File: config.mk
export PLATFORM = sky130hd
export DESIGN_NAME = fp_div_arbiter
export DESIGN_NICKNAME = d
export VERILOG_FILES = /design/src/rtl/fp_div_arbiter.sv
export SDC_FILE = /design/constraint.sdc
export NUM_CORES = 1
export LEC_CHECK = 0
export BUFFER_PORTS_ARGS = -buffer_cell sky130_fd_sc_hd__buf_2
export CAP_MARGIN = 15
export CELL_PAD_IN_SITES_DETAIL_PLACEMENT = 0
export CELL_PAD_IN_SITES_GLOBAL_PLACEMENT = 1
export CORE_MARGIN = 4
export CORE_UTILIZATION = 35
export CTS_CLUSTER_SIZE = 10
export DETAILED_ROUTE_END_ITERATION = 7
export GPL_ROUTABILITY_DRIVEN = 0
export GPL_TIMING_DRIVEN = 1
export MAX_ROUTING_LAYER = met4
export PLACE_DENSITY = 0.91
export RECOVER_POWER = 50
export SLEW_MARGIN = 10
export SYNTH_ARGS = -nofsm -noshare
export SYNTH_HDL_FRONTEND = slang
export SYNTH_SLANG_ARGS = --single-unit
File: constraint.sdc
create_clock -name clk -period 6.3 [get_ports clk]
set_input_delay 0.63 -clock clk [delete_from_list [all_inputs] [get_ports clk]]
set_output_delay 0.63 -clock clk [all_outputs]
set_load 0.02 [all_outputs]
File: src/rtl/fp_div_arbiter.sv
// Two-requester round-robin front end for a fixed-latency fp_divider.
// One operation in flight; zero divisors answer with a signed infinity and bypass the divider.
module fp_div_arbiter #(
  parameter int LATENCY = 2,
  parameter int WIDTH   = 32
) (
  input  logic             clk,
  input  logic             rst,
  input  logic             req0_valid,
  input  logic [WIDTH-1:0] req0_a,
  input  logic [WIDTH-1:0] req0_b,
  output logic             req0_ready,
  input  logic             req1_valid,
  input  logic [WIDTH-1:0] req1_a,
  input  logic [WIDTH-1:0] req1_b,
  output logic             req1_ready,
  output logic [WIDTH-1:0] div_a,
  output logic [WIDTH-1:0] div_b,
  input  logic [WIDTH-1:0] div_out,
  output logic             rsp_valid,
  output logic             rsp_id,
  output logic [WIDTH-1:0] rsp_data,
  output logic             rsp_dz,
  input  logic             rsp_ready,
  output logic             busy
);

  typedef enum logic [1:0] {
    IDLE = 2'd0,
    WAIT = 2'd1,
    RESP = 2'd2
  } state_t;

  localparam logic [3:0] CNT_LOAD = 4'(LATENCY);

  state_t           state_reg, state_next;
  logic             last_grant_reg;
  logic             id_reg;
  logic [3:0]       cnt_reg;
  logic [WIDTH-1:0] div_a_reg, div_b_reg, rsp_data_reg;
  logic             rsp_valid_reg, rsp_dz_reg;

  logic [1:0]       req_valid, req_ready;
  logic             grant, accept, sel_dz;
  logic [WIDTH-1:0] sel_a, sel_b;

  assign req_valid = {req1_valid, req0_valid};

  // On contention the requester not granted last wins; otherwise the lone requester.
  assign grant = (&req_valid) ? ~last_grant_reg : req_valid[1];

  genvar gi;
  generate
    for (gi = 0; gi < 2; gi++) begin : g_ready
      assign req_ready[gi] = (state_reg == IDLE) && req_valid[gi] && (grant == 1'(gi));
    end
  endgenerate

  assign req0_ready = req_ready[0];
  assign req1_ready = req_ready[1];
  assign accept     = |req_ready;
  assign sel_a      = grant ? req1_a : req0_a;
  assign sel_b      = grant ? req1_b : req0_b;
  // Sign bit ignored so that both +0 and -0 are treated as a zero divisor.
  assign sel_dz     = (sel_b[WIDTH-2:0] == '0);

  always_comb begin
    state_next = state_reg;
    case (state_reg)
      IDLE:    if (accept) state_next = sel_dz ? RESP : WAIT;
      WAIT:    if (cnt_reg == 4'd1) state_next = RESP;
      RESP:    if (rsp_ready) state_next = IDLE;
      default: state_next = IDLE;
    endcase
  end

  always_ff @(posedge clk or negedge rst) begin
    if (!rst) state_reg <= IDLE;
    else      state_reg <= state_next;
  end

  always_ff @(posedge clk or negedge rst) begin
    if (!rst) begin
      last_grant_reg <= 1'b1;
      id_reg         <= 1'b0;
      cnt_reg        <= 4'd0;
      div_a_reg      <= '0;
      div_b_reg      <= '0;
      rsp_data_reg   <= '0;
      rsp_valid_reg  <= 1'b0;
      rsp_dz_reg     <= 1'b0;
    end else begin
      case (state_reg)
        IDLE: begin
          if (accept) begin
            div_a_reg      <= sel_a;
            div_b_reg      <= sel_b;
            id_reg         <= grant;
            last_grant_reg <= grant;
            cnt_reg        <= CNT_LOAD;
            if (sel_dz) begin
              rsp_valid_reg <= 1'b1;
              rsp_dz_reg    <= 1'b1;
              rsp_data_reg  <= {sel_a[WIDTH-1] ^ sel_b[WIDTH-1], 8'hFF, {(WIDTH-9){1'b0}}};
            end
          end
        end
        WAIT: begin
          if (cnt_reg == 4'd1) begin
            rsp_data_reg  <= div_out;
            rsp_valid_reg <= 1'b1;
            rsp_dz_reg    <= 1'b0;
          end else begin
            cnt_reg <= cnt_reg - 4'd1;
          end
        end
        RESP: begin
          if (rsp_ready) rsp_valid_reg <= 1'b0;
        end
        default: ;
      endcase
    end
  end

  assign div_a     = div_a_reg;
  assign div_b     = div_b_reg;
  assign rsp_valid = rsp_valid_reg;
  assign rsp_id    = id_reg;
  assign rsp_data  = rsp_data_reg;
  assign rsp_dz    = rsp_dz_reg;
  assign busy      = (state_reg != IDLE);

endmodule

== Word level (Yosys, flattened, before mapping) ==
Cells that the tools add are included.

* Input port bits: 165
* Bits in registers: 106
* Logic and storage cells: 59
* Output and inout port bits: 102

* Multiplexer cells: 22
* Bitwise logic cells: 3
* Reductions and logical operators: 16
* Add/subtract/negate cells: 1
* Equality and inequality tests: 8

{| class="wikitable"
|+ Operator list
! operator !! number
|-
| $mux W32 || 5
|-
| $pmux W32 S2 || 1
|-
| $logic_not A31 Y1 || 1
|-
| $ne A2 B2 Y1 const B || 5
|-
| $mux W2 || 4
|-
| $mux W4 || 2
|-
| $pmux W4 S2 || 1
|-
| $mux W1 || 6
|-
| $pmux W2 S3 || 1
|-
| $reduce_and A3 Y1 || 2
|-
| $reduce_and A5 Y1 || 1
|-
| $eq A4 B1 Y1 const B || 1
|-
| $logic_and A1 B1 Y1 || 4
|-
| $reduce_and A2 Y1 || 2
|-
| $reduce_and A4 Y1 || 1
|-
| $reduce_bool A2 Y1 || 2
|-
| $sub A4 B1 Y4 const B || 1
|-
| $pmux W1 S3 || 1
|-
| $reduce_bool A3 Y1 || 1
|-
| $eq A2 B1 Y1 const B || 1
|-
| $eq A2 B2 Y1 const B || 1
|-
| $logic_not A2 Y1 || 1
|-
| $not A1 Y1 || 2
|-
| $pmux W1 S2 || 1
|-
| 2 further kinds || 2
|}

== Depth between registers and ports, before layout ==
* Depth in word-level cells: 7
* Gate-level depth with buffers: 7
* Gate-level depth less buffers: 6

== Worst setup path after synthesis ==
OpenSTA, ideal clock, no wires.

* Kind: input to register
* Start: input port req1_b[28]
* End: register rsp_data_reg[31] (netlist: rsp_data[31])
* Setup time: 0.125 ns
* Slack: 3.845 ns
* Required time: 6.175 ns
* Path buffers: 0
* Arrival time: 2.330 ns
* Cell stages on the path: 5
* Path through: or4_4 > nor4_4 > a41oi_4 > o31ai_4 > mux2_4

* Cells in the longest elaborated chain, start to end: 4

{| class="wikitable"
|+ RTL lines
! item !! RTL line !! text
|-
| start: declaration || 15 || <nowiki>input logic [WIDTH-1:0] req1_b,</nowiki>
|-
| $mux W32 || 63 || <nowiki>assign sel_b = grant ? req1_b : req0_b;</nowiki>
|-
| $logic_not A31 Y1 || 65 || <nowiki>assign sel_dz = (sel_b[WIDTH-2:0] == '0);</nowiki>
|-
| $ne A2 B2 Y1 (no line) || - ||
|-
| $reduce_and A4 Y1 (no line) || - ||
|-
| end signal: assignment || 104 || <nowiki>rsp_data_reg <= {sel_a[WIDTH-1] ^ sel_b[WIDTH-1], 8'hFF, {(WIDTH-9){1'b0}}};</nowiki>
|-
| end signal: assignment || 110 || <nowiki>rsp_data_reg <= div_out;</nowiki>
|-
| end: declaration || 40 || <nowiki>logic [WIDTH-1:0] div_a_reg, div_b_reg, rsp_data_reg;</nowiki>
|}

No other way between the ends.
A chain may end at the register's enable or synchronous reset.

==> out/qor.yml <==
met2_length_um: 7170
wl_met1_um: 5930
yosys.cell_types.count: 39
cp_cell_sequence: "clkbuf_1 > clkbuf_2"
slowest_stage: "clkbuf_1"
core_area_um2: 13300
final_common_cell: "buf_2"
dpl_cell_area_um2: 6270
cts_tree: "done"
vias: 4316
ys_seq_area_share_pct: 55.5
drv_cap: 1
detail_route.wl_per_cell_um: 16.6
grt_max_degree: 96
finalCritPeriodShare_pct: 56.4
power.density_nw_per_um2: 505
nets: 854
fin_skew_ps: 9.44
routed_wirelength_um: 14400
critical_path_class: "in2async"
cts_max_level: 3
filler_cell_count: 1281
root_buffer: "clkbuf_16"
cts_buffers: 9
antenna_found_initial: 0
timing.fmax_ghz: 0.281
syn_inst: 432
p_leak_nw: 3.07
stdcell_count: 867
yosysWarningCount: 0
slew_violations: 49
top_layer: "met4"
die_w_um: 125
final_cell_area_um2: 6430
startpoint_type: "input port"
place_inst: 852
post_synth_and_or_nand_nor_area_fraction_pct: 10.1
final.setup.tns_ps: 0
netlist.area_leader.share_pct: 55.0
postSynthAreaPerCell_um2: 11.1
rr_startpoint: "state_reg[0]"
cp.arrival_ps: 3770
first_global_vias: 4411
synthToLayoutAreaGrowth_pct: 34.5
path_clk_slew_ps: 70
outcome: "complete, but fails checks"
cts_sinks: 106
grt_setup_unrepaired: "no"
ys_ff_latch: 106
cts_buffer_depth: 2
synth-edff-count: 0
cp-startpoint: "rst"
cp_num_buf_inv: 2
crit_required_ps: 6510
ios: 267
grt.overflow.total: 0
drive_above_1_share_pct: 28.5
n_antenna_cell: 0
tightest_slew_ps: 2510
vdd_drop_max_mv: 0.218
synthAdderAreaFrac_pct: 0.524
cts.repair.resized: 0
synth_top_family_by_area: "compound AO/OA/AOI/OAI gates"
relSlewSlack_pct: -67.1
num_rows: 42
viasPerCell: 4.98
synth_compound_area_share_pct: 16.4
synth.cell_area_um2: 4780
drtAntennaViolNets: 0
period_minus_slack_ps: 3560
grt_pass1_wl_um: 22900
synthMuxAreaShare_pct: 14.0
cp_top_family: "buffers and inverters"
cp_max_fo: 59
hold_path_class: "in2reg"
cts_hold_buf: 0
route.detailed.drc: 0
synthTopCellsByArea: "dfrtp_1, mux2i_1, o21ai_0"
syn_nets: 599
dieArea_um2: 15600
drt_first_pass_iters: 4
violations: "max-capacitance violations, max-slew violations"
io_buffers: 266
die-height_um: 125
hold_viol: 0
ys.flop_type: "dfrtp_1"
setup_viol: 0
hpwlAfterDp_um: 11200
min_from: "rsp_ready"
synth_xor_area_share_pct: 0.733
cpPeakStageDelay_ps: 1740
cp-end-kind: "asynchronous set/reset pin"
final_cell_mix: "buf_2, dfrtp_1, clkbuf_1, nand2_1, o21ai_0"
initial_core_util_pct: 35.9
grt.total_usage_pct: 18.6
met3WireLength_um: 1060
yosys.area.top_type: "dfrtp_1"
dr.first_iter.drc_count: 127
postCtsSetupRepairBufs: 0
synthArstFlopShare_pct: 100
clk_latency_ps: 340
per-stage QoR:
| stage | utilization (%) | power (W) | setup slack [ps] | hold slack (ps) |
|---|---|---|---|---|
| floorplan | - | 0.00222 | 3840 | 334 |
| global placement | 47.2 | 0.00275 | 3530 | 459 |
| detailed placement | 47.2 | 0.00281 | 3420 | 466 |
| CTS | 49.3 | 0.00336 | 3720 | 300 |
| global route | 48.4 | 0.00349 | 2010 | 473 |
| finish | 48.4 | 0.00325 | 2740 | 477 |
per-layer routing:
layer | track usage [%] | vias to the layer above
met1 | 22.4 | 2064
met3 | 4.76 | 14
li1 | - | 2055
met2 | 31.0 | 183
met5 | - | -
met4 | 5.74 | 0
cell usage after synthesis, types with 5 or more instances:
cell type,n
a22o_1,23
buf_2,5
clkbuf_1,17
dfrtp_1,105
mux2i_1,64
nand2_1,69
nor2_1,9
nor3_1,5
nor4_1,10
o21ai_0,69
o21ai_1,5
o22a_1,8
cell families (layout without fill, tap and decap cells):
kind of cell    after synthesis  in the layout
xor+xnor                      4              4
compound gates              119            119
mux                          66             66
buf+inv                      30            289
flops                       106            106
simple gates                105            105
fa+ha+maj                     2              2
path summary, 6_finish.rpt:
check | end | slack, ps | depth (start not counted)
worst max-delay path | rsp_dz | 2740 | 2
worst min-delay path | state_reg[1] | 480 | 2
worst max register to register | rsp_data[31] | 3750 | 4
worst min register to register | div_b[3] | 480 | 2
max in group clk | rsp_data[31] | 3750 | 4
min in group asynchronous | rsp_id | 1050 | 1
power breakdown:
part | internal [W] | switching, W | leakage (nW)
sequential | 0.00102 | 0.000195 | 1.29
clock | 0.000300 | 0.000247 | 0.145
combinational | 0.000475 | 0.00101 | 1.63
layout make-up:
cell class	instances	area, um^2	share of cell area, %
inverters	3	11.3	0.175
clock buffers	12	267	4.14
repair buffers	271	1240	19.3
clock inverters	3	22.5	0.350
flip-flops and latches	106	2650	41.3
well taps	176	220	3.42
multi-input cells	296	2010	31.3
No activity file was read; power rests on OpenSTA's default activity.
